`src/rtl/i2c_target_expander.sv`:
```
// I2C target emulating a PCF8574-style 8-bit port expander: writes land on port_out,
// reads return port_in. Open-drain sda via sda_oe; scl is never stretched.
module i2c_target_expander #(
    parameter logic [6:0]  DEV_ADDR    = 7'h27,
    parameter int unsigned SYNC_STAGES = 2
) (
    input  logic       clk,
    input  logic       reset,
    input  logic       scl,
    input  logic       sda_in,
    output logic       sda_oe,
    input  logic [7:0] port_in,
    output logic [7:0] port_out,
    output logic       rx_valid,
    output logic [7:0] rx_data,
    output logic       addressed,
    output logic       start_det,
    output logic       stop_det
);

    typedef enum logic [2:0] {
        StIdle,
        StAddr,
        StAddrAck,
        StWrite,
        StWriteAck,
        StRead,
        StReadAck,
        StIgnore
    } state_e;

    // Synchronisers reset to 1 so an idle bus produces no spurious edges.
    logic [SYNC_STAGES-1:0] scl_sync, sda_sync;
    logic                   scl_prev, sda_prev;
    logic                   scl_s, sda_s;

    always_ff @(posedge clk or negedge reset) begin
        if (!reset) begin
            scl_sync <= '1;
            sda_sync <= '1;
            scl_prev <= 1'b1;
            sda_prev <= 1'b1;
        end else begin
            scl_sync <= {scl_sync[SYNC_STAGES-2:0], scl};
            sda_sync <= {sda_sync[SYNC_STAGES-2:0], sda_in};
            scl_prev <= scl_s;
            sda_prev <= sda_s;
        end
    end

    assign scl_s = scl_sync[SYNC_STAGES-1];
    assign sda_s = sda_sync[SYNC_STAGES-1];

    logic scl_rise, scl_fall, start_c, stop_c;

    assign scl_rise = scl_s & ~scl_prev;
    assign scl_fall = ~scl_s & scl_prev;
    // Requiring scl high on both samples keeps a simultaneous scl/sda change from
    // being taken as a bus condition.
    assign start_c  = scl_s & scl_prev & sda_prev & ~sda_s;
    assign stop_c   = scl_s & scl_prev & ~sda_prev & sda_s;

    state_e     state_q, state_d;
    logic [3:0] bit_cnt_q, bit_cnt_d;
    logic [7:0] shift_q, shift_d;
    logic [7:0] tx_q, tx_d;
    logic       phase_q, phase_d;
    logic       rw_q, rw_d;
    logic       sda_oe_q, sda_oe_d;
    logic [7:0] port_out_q, port_out_d;
    logic [7:0] rx_data_q, rx_data_d;
    logic       rx_valid_q, rx_valid_d;
    logic       addressed_q, addressed_d;
    logic       start_det_q, start_det_d;
    logic       stop_det_q, stop_det_d;

    always_ff @(posedge clk or negedge reset) begin
        if (!reset) begin
            state_q     <= StIdle;
            bit_cnt_q   <= 4'd0;
            shift_q     <= 8'h00;
            tx_q        <= 8'h00;
            phase_q     <= 1'b0;
            rw_q        <= 1'b0;
            sda_oe_q    <= 1'b0;
            port_out_q  <= 8'hFF;
            rx_data_q   <= 8'h00;
            rx_valid_q  <= 1'b0;
            addressed_q <= 1'b0;
            start_det_q <= 1'b0;
            stop_det_q  <= 1'b0;
        end else begin
            state_q     <= state_d;
            bit_cnt_q   <= bit_cnt_d;
            shift_q     <= shift_d;
            tx_q        <= tx_d;
            phase_q     <= phase_d;
            rw_q        <= rw_d;
            sda_oe_q    <= sda_oe_d;
            port_out_q  <= port_out_d;
            rx_data_q   <= rx_data_d;
            rx_valid_q  <= rx_valid_d;
            addressed_q <= addressed_d;
            start_det_q <= start_det_d;
            stop_det_q  <= stop_det_d;
        end
    end

    // phase_q marks the second half of an ACK slot (ACK driven, or master ACK seen).
    always_comb begin
        state_d     = state_q;
        bit_cnt_d   = bit_cnt_q;
        shift_d     = shift_q;
        tx_d        = tx_q;
        phase_d     = phase_q;
        rw_d        = rw_q;
        sda_oe_d    = sda_oe_q;
        port_out_d  = port_out_q;
        rx_data_d   = rx_data_q;
        rx_valid_d  = 1'b0;
        addressed_d = addressed_q;
        start_det_d = 1'b0;
        stop_det_d  = 1'b0;

        if (start_c) begin
            state_d     = StAddr;
            bit_cnt_d   = 4'd0;
            phase_d     = 1'b0;
            sda_oe_d    = 1'b0;
            addressed_d = 1'b0;
            start_det_d = 1'b1;
        end else if (stop_c) begin
            state_d     = StIdle;
            bit_cnt_d   = 4'd0;
            phase_d     = 1'b0;
            sda_oe_d    = 1'b0;
            addressed_d = 1'b0;
            stop_det_d  = 1'b1;
        end else begin
            unique case (state_q)
                StIdle: begin
                    sda_oe_d = 1'b0;
                end
                StAddr: begin
                    if (scl_rise) begin
                        shift_d   = {shift_q[6:0], sda_s};
                        bit_cnt_d = bit_cnt_q + 4'd1;
                        if (bit_cnt_q == 4'd7) begin
                            bit_cnt_d = 4'd0;
                            rw_d      = sda_s;
                            phase_d   = 1'b0;
                            // Address 0 is the general call and is never acknowledged.
                            if (shift_q[6:0] == DEV_ADDR && DEV_ADDR != 7'd0) begin
                                state_d = StAddrAck;
                            end else begin
                                state_d = StIgnore;
                            end
                        end
                    end
                end
                StAddrAck: begin
                    if (scl_fall) begin
                        if (!phase_q) begin
                            sda_oe_d    = 1'b1;
                            addressed_d = 1'b1;
                            phase_d     = 1'b1;
                        end else begin
                            phase_d   = 1'b0;
                            bit_cnt_d = 4'd0;
                            if (rw_q) begin
                                state_d   = StRead;
                                tx_d      = port_in;
                                sda_oe_d  = ~port_in[7];
                                bit_cnt_d = 4'd1;
                            end else begin
                                state_d  = StWrite;
                                sda_oe_d = 1'b0;
                            end
                        end
                    end
                end
                StWrite: begin
                    if (scl_rise) begin
                        shift_d   = {shift_q[6:0], sda_s};
                        bit_cnt_d = bit_cnt_q + 4'd1;
                        if (bit_cnt_q == 4'd7) begin
                            port_out_d = {shift_q[6:0], sda_s};
                            rx_data_d  = {shift_q[6:0], sda_s};
                            rx_valid_d = 1'b1;
                            bit_cnt_d  = 4'd0;
                            phase_d    = 1'b0;
                            state_d    = StWriteAck;
                        end
                    end
                end
                StWriteAck: begin
                    if (scl_fall) begin
                        if (!phase_q) begin
                            sda_oe_d = 1'b1;
                            phase_d  = 1'b1;
                        end else begin
                            sda_oe_d = 1'b0;
                            phase_d  = 1'b0;
                            state_d  = StWrite;
                        end
                    end
                end
                StRead: begin
                    // tx_q[7] is the bit on the bus; bit_cnt_q counts bits presented.
                    if (scl_fall) begin
                        if (bit_cnt_q == 4'd8) begin
                            sda_oe_d  = 1'b0;
                            bit_cnt_d = 4'd0;
                            phase_d   = 1'b0;
                            state_d   = StReadAck;
                        end else begin
                            sda_oe_d  = ~tx_q[6];
                            tx_d      = {tx_q[6:0], 1'b0};
                            bit_cnt_d = bit_cnt_q + 4'd1;
                        end
                    end
                end
                StReadAck: begin
                    if (!phase_q && scl_rise) begin
                        if (sda_s) begin
                            addressed_d = 1'b0;
                            state_d     = StIgnore;
                        end else begin
                            phase_d = 1'b1;
                        end
                    end else if (phase_q && scl_fall) begin
                        tx_d      = port_in;
                        sda_oe_d  = ~port_in[7];
                        bit_cnt_d = 4'd1;
                        phase_d   = 1'b0;
                        state_d   = StRead;
                    end
                end
                StIgnore: begin
                    sda_oe_d = 1'b0;
                end
                default: begin
                    state_d  = StIdle;
                    sda_oe_d = 1'b0;
                end
            endcase
        end
    end

    assign sda_oe    = sda_oe_q;
    assign port_out  = port_out_q;
    assign rx_valid  = rx_valid_q;
    assign rx_data   = rx_data_q;
    assign addressed = addressed_q;
    assign start_det = start_det_q;
    assign stop_det  = stop_det_q;

endmodule

```
`config.mk`:
```
export PLATFORM = sky130hd
export DESIGN_NAME = i2c_target_expander
export DESIGN_NICKNAME = d
export VERILOG_FILES = /design/src/rtl/i2c_target_expander.sv
export SDC_FILE = /design/constraint.sdc
export NUM_CORES = 1
export LEC_CHECK = 0
export CAP_MARGIN = 20
export CORE_ASPECT_RATIO = 0.75
export CORE_MARGIN = 4
export CORE_UTILIZATION = 50
export CTS_BUF_LIST = sky130_fd_sc_hd__clkbuf_8
export DETAILED_ROUTE_END_ITERATION = 12
export PLACE_DENSITY = 0.73
export SETUP_SLACK_MARGIN = 0.3
export SYNTH_ARGS = -nofsm -noshare
export SYNTH_HDL_FRONTEND = slang
export SYNTH_SLANG_ARGS = --single-unit
```
`constraint.sdc`:
```
create_clock -name clk -period 3.46 [get_ports clk]
set_input_delay 0.519 -clock clk [delete_from_list [all_inputs] [get_ports clk]]
set_output_delay 0.519 -clock clk [all_outputs]
set_load 0.005 [all_outputs]
```
==> impl_metrics.yaml, run 1 <==
grt:
  grtUsageTotal_pct: 16.3
  grt_pass1_wl_mm: 8.63
  grt_max_degree: 51
  grt_overflow_total: 0
  grt_pass1_vias: 1697
  antenna_found_initial: 0
synth:
  yosysWarnings: 0
  synth_ff_type: "dfrtp_1"
  netlist.area_leader.share_pct: 34.2
  synth_cell_types: 57
  syn-num-nets: 245
  syn-mean-instance-area_um2: 11.4
  synth-edff-count: 0
  async_flop_share_pct: 100
  yosysSeqAreaShare_pct: 48.2
  ys_ff_latch: 50
  synth_area_mm2: 0.00263
  synth_most_common_cell: "dfrtp_1"
  synth_area_leader_cell: "dfrtp_1"
  ys_top_cells_by_count: "dfrtp_1 (36), mux2_2 (17), nand2_1 (17)"
  synth.area.top_cells: "dfrtp_1 (34%), dfstp_2 (14%), mux2_2 (7.3%)"
  syn_inst: 231
clocking:
  path_clk_slew_ps: 100
  cts_sinks: 50
  h-tree-depth: 2
  hold_buffers: 0
  cts_buffers: 5
  cts_tree: "yes"
  cts_root_buf: "clkbuf_8"
  clock_path_buffers: 2
  clock_latency_ps: 310
  cts.repair.resized: 0
  post-cts-setup-buffers: 0
worst_setup_path:
  critPathRequiredTime_ps: 3660
  crit_arrival_ps: 2570
  critical_path_class: "flop to flop"
  crit_fanout: 22
  endpoint_kind: "flop"
  cp-start-kind: "flop"
  rr_worst_depth: 4
die:
  dieArea_mm2: 0.00650
  start_util_pct: 52.9
  core_mm2: 0.00498
  ios: 33
  die_x_um: 91.8
  die_y_um: 70.9
  fp-row-count: 22
route:
  drt-total-wl_mm: 4.97
  drt_iter0_markers: 165
  drc: 0
  avgRoutedWirePerCell_um: 15.0
  drt_pre_antenna_iters: 4
  viasPerCell: 5.46
  postRouteAntennaNets: 0
  via_count: 1813
pwr:
  power.total_mw: 2.11
  p_leak_nw: 1.38
  pwr_density_cell_mw_per_mm2: 685
  ir_worst_vdd_mv: 0.436
placed_design:
  gp_congestion: 0.893
  hpwl_mm: 3.45
  dp.cells: 323
  placed_cell_area_mm2: 0.00294
  pre_cts_ws_ps: 1130
  io_buffers: 32
hold_path:
  worstHoldPathType: "input pin to async pin"
sta:
  rsz0062_at_grt: "false"
  fin_crit_sh_pct: 68.4
  fin_crit_ps: 2370
  hold_violations: 0
  max_freq_ghz: 0.422
  worst_slack_ps: 1090
  relSlewSlack_pct: 44.3
  tns_ps: 0
  setup_viol: 0
  tightest_slew_ps: 835
  drv_slew: 0
  fin_skew_ps: 11.4
finish:
  antennaDiodeCount: 0
  drive_above_1_share_pct: 22.7
  design_area_mm2: 0.00308
  nets: 273
  syn_to_final_growth_pct: 16.8
  fin_cells: 332
run:
  cap_violations: 0
run_status:
  status: "complete, no violations"
==> registers in the layout, indices dropped and copies added (netlist names), 2 cells and up <==
| name | count |
|---|---|
| state_q | 3 |
| rx_data | 8 |
| scl_sync | 2 |
| bit_cnt_q | 4 |
| port_out | 8 |
| shift_q | 7 |
| sda_sync | 2 |
| tx_q | 7 |
==> final timing paths <==
check | from | to | slack [ps]
worst max-delay path | state_q[0] | rx_data[4] | 1090
worst min-delay path | reset | rx_data[3] | 40
worst max register to register | state_q[0] | rx_data[4] | 1090
worst min register to register | scl_sync[0] | scl_sync[1] | 360
max in group asynchronous | reset | scl_prev | 2880
min in group clk | scl_sync[0] | scl_sync[1] | 360
==> cells in the final DEF (no fill, tap or decap), types with 5 or more instances in the layout <==
cell / Yosys / routed
dfrtp_1: 36 / 36
clkdlybuf4s50_1: 0 / 31
nand2_1: 17 / 17
mux2_2: 17 / 17
nor2_1: 16 / 16
o21ai_0: 15 / 15
dfstp_2: 14 / 14
mux2i_1: 10 / 10
a21oi_1: 9 / 9
inv_1: 6 / 6
mux2_4: 6 / 6
and2_1: 5 / 5
clkbuf_8: 0 / 5
==> per-layer routing <==
metal | up-vias | wire length, um | global-route usage [%]
li1 | 891 | - | -
met1 | 873 | 2590 | 26.0
met2 | 47 | 2070 | 21.9
met3 | 2 | 292 | 4.78
met4 | 0 | 19 | 2.64
met5 | - | 0 | 0
==> through the flow <==
stage | hold slack [ps] | utilization [%]
3_3_place_gp | 346 | 59.0
2_1_floorplan | 223 | -
5_1_grt | 29.6 | 61.7
4_1_cts | 362 | 61.3
3_5_place_dp | 348 | 59.0
6_report | 43.4 | 61.7
==> power by group <==
group | internal [mW] | switching, mW | total, mW
logic | 0.385 | 0.345 | 0.730
registers | 0.722 | 0.225 | 0.947
clock network | 0.220 | 0.210 | 0.431
total | 1.33 | 0.780 | 2.11
==> logic make-up after synthesis <==
| logic type | count (synthesis) | share of synthesized area, % |
|---|---|---|
| buffers and inverters | 18 | 4.70 |
| and+or+nand+nor | 76 | 17.9 |
| muxes | 33 | 14.5 |
| xor gates and xnor gates | 3 | 0.998 |
| AOI/OAI and AO/OA | 49 | 12.8 |
| adders and majority gates | 2 | 0.950 |
| DFF | 50 | 48.2 |
==> cell type report <==
type                            instances  area, um2
Fill cell                             414       1910
Sequential cell                        50       1270
Multi-Input combinational cell        163       1240
Timing Repair Buffer                   33        335
Tap cell                               72       90.1
Clock buffer                            5       68.8
Clock inverter                          3       48.8
Inverter                                6       22.5
==> critical path, cell delays in order, from the launching register on <==
cell and delay [ps]:
dfrtp_1 790, nor2b_4 340, and2_1 410, nand3_4 310
mux2_4 410
Power figures use the tool's default switching activity.
==> run 2, diff against run 1 <==
PLACE_DENSITY = 0.76   (was 0.73)
clock period = 2.1 ns   (was 3.46 ns; I/O delays follow)
==> run 2 against run 1 <==
Die area is the same. Worst setup slack got worse by 800 ps. Clock power is 36% higher. Via count up 12%. Global-route usage up 1.6 points. Routed wire length rose by 17%. Design area increased by 9.4%. Count of clock-buffer cells in the layout up 1. Non-clock buffer count increased by 27. Core utilization grew 5.8 points. Sequential cell count unchanged. Critical path type unchanged. Largest cell class is now multi-input combinational cells. Highest routed layer unchanged.
==> impl_metrics.yaml, run 2 (synthesis gave the netlist of run 1 again) <==
worst_setup_path:
  crit_fanout: 6
  crit_arrival_ps: 2000
  cp-start-kind: "flop"
  endpoint_kind: "flop"
  critPathRequiredTime_ps: 2300
  critical_path_class: "flop to flop"
sta:
  fin_crit_sh_pct: 85.9
  rsz0062_at_grt: "true"
  drv_slew: 0
  fin_crit_ps: 1800
  tightest_slew_ps: 516
  max_freq_ghz: 0.554
  fin_skew_ps: 4.70
  hold_violations: 0
  tns_ps: 0
  setup_viol: 0
  relSlewSlack_pct: 65.5
  hold_ws_ps: 359
route:
  via_count: 2022
  drt-total-wl_mm: 5.83
  drt_pre_antenna_iters: 5
  viasPerCell: 5.62
  avgRoutedWirePerCell_um: 16.2
  postRouteAntennaNets: 0
  drt_iter0_markers: 200
  drc: 0
clocking:
  path_clk_slew_ps: 90
  clock_path_buffers: 2
  cts_buffers: 5
  clock_latency_ps: 300
  cts_root_buf: "clkbuf_8"
  h-tree-depth: 2
  cts_sinks: 50
  cts_tree: "yes"
grt:
  grt_pass1_vias: 1903
  busiest_layer: "met1"
  grt_max_degree: 24
  grt_use_met3_pct: 3.72
  grtUsageMet1_pct: 27.2
  grt_pass1_wl_mm: 9.40
  grtUsageTotal_pct: 17.9
  met2_usage_pct: 26.0
  grt_overflow_total: 0
  antenna_found_initial: 0
finish:
  final_common_cell: "dfrtp_1"
  nets: 301
  antennaDiodeCount: 0
  design_area_mm2: 0.00336
  syn_to_final_growth_pct: 27.7
  drive_above_1_share_pct: 35.4
  seq_area_mm2: 0.00128
  final_cell_mix: "dfrtp_1 (32), clkdlybuf4s50_1 (31), buf_4 (24), mux2_2 (17)"
  n_fill_cell: 390
  fin_util_pct: 67.5
  multiInputGateArea_mm2: 0.00132
placed_design:
  hpwl_mm: 4.01
  gp_congestion: 0.971
  placed_cell_area_mm2: 0.00304
  io_buffers: 32
pwr:
  p_leak_nw: 1.52
  ir_worst_vdd_mv: 0.600
  pwr_density_cell_mw_per_mm2: 1100
  power.total_mw: 3.71
run:
  cap_violations: 0
die:
  die_x_um: 91.8
  ios: 33
  core_mm2: 0.00498
  die_y_um: 70.9
  start_util_pct: 52.9
  fp-row-count: 22
  dieArea_mm2: 0.00650
run_status:
  status: "complete, no violations"
hold_path:
  worstHoldPathType: "flop to flop"
[run 2: power by group]
| group | leakage [nW] | switching [mW] | total (mW) | internal, mW |
|---|---|---|---|---|
| clock network | 0.0530 | 0.319 | 0.587 | 0.268 |
| registers | 0.604 | 0.298 | 1.51 | 1.21 |
| logic | 0.866 | 0.774 | 1.62 | 0.844 |
| total | 1.52 | 1.39 | 3.71 | 2.32 |
[run 2: final timing paths]
check                       startpoint     endpoint  slack, ps  cells after the start
setup / recovery           scl_sync[1]      phase_q        300                      6
hold / removal             scl_sync[0]  scl_sync[1]        360                      0
hold reg to reg            scl_sync[0]  scl_sync[1]        360                      0
min in group asynchronous        reset   rx_data[7]        450                      2
max in group asynchronous        reset     scl_prev       1010                      3
setup reg to reg           scl_sync[1]      phase_q        300                      6
[run 2: per-stage QoR]
| step | instances | setup slack, ps |
|---|---|---|
| after floorplan | 231 | 374 |
| after global placement | 336 | 161 |
| after detailed placement | 336 | 212 |
| after CTS | 347 | 306 |
| after global routing | 360 | 205 |
| final | 360 | 296 |
[run 2: final cells by class]
type / instances / area share (%)
Clock buffer: 6 / 2.46
Multi-Input combinational cell: 164 / 39.2
Inverter: 6 / 0.670
Timing Repair Buffer: 60 / 16.6
Sequential cell: 50 / 38.0
Clock inverter: 2 / 0.372
Tap cell: 72 / 2.68
[run 2: what timing repair did]
action                                 in CTS  in global routing
setup buffers                               2                 12
setup endpoints to repair                  25                 22
gates resized for setup                     7                 18
endpoints found under the hold margin       5                  0
pin swaps                                   1                 11
hold buffers                                1                  0
gates cloned                                0                  1
[run 2: critical path, cell delays in order (launching register included)]
cell and delay [ps]:
dfstp_2 620, and2b_2 290, a2111oi_4 330, nor4_2 90, buf_4 150, mux2i_1 160, nor2_1 60
[run 2: layer usage]
layer | wire length (um) | vias to the layer above
li1 | - | 948
met1 | 2800 | 991
met2 | 2570 | 76
met3 | 382 | 7
met4 | 76 | 0
met5 | 0 | -
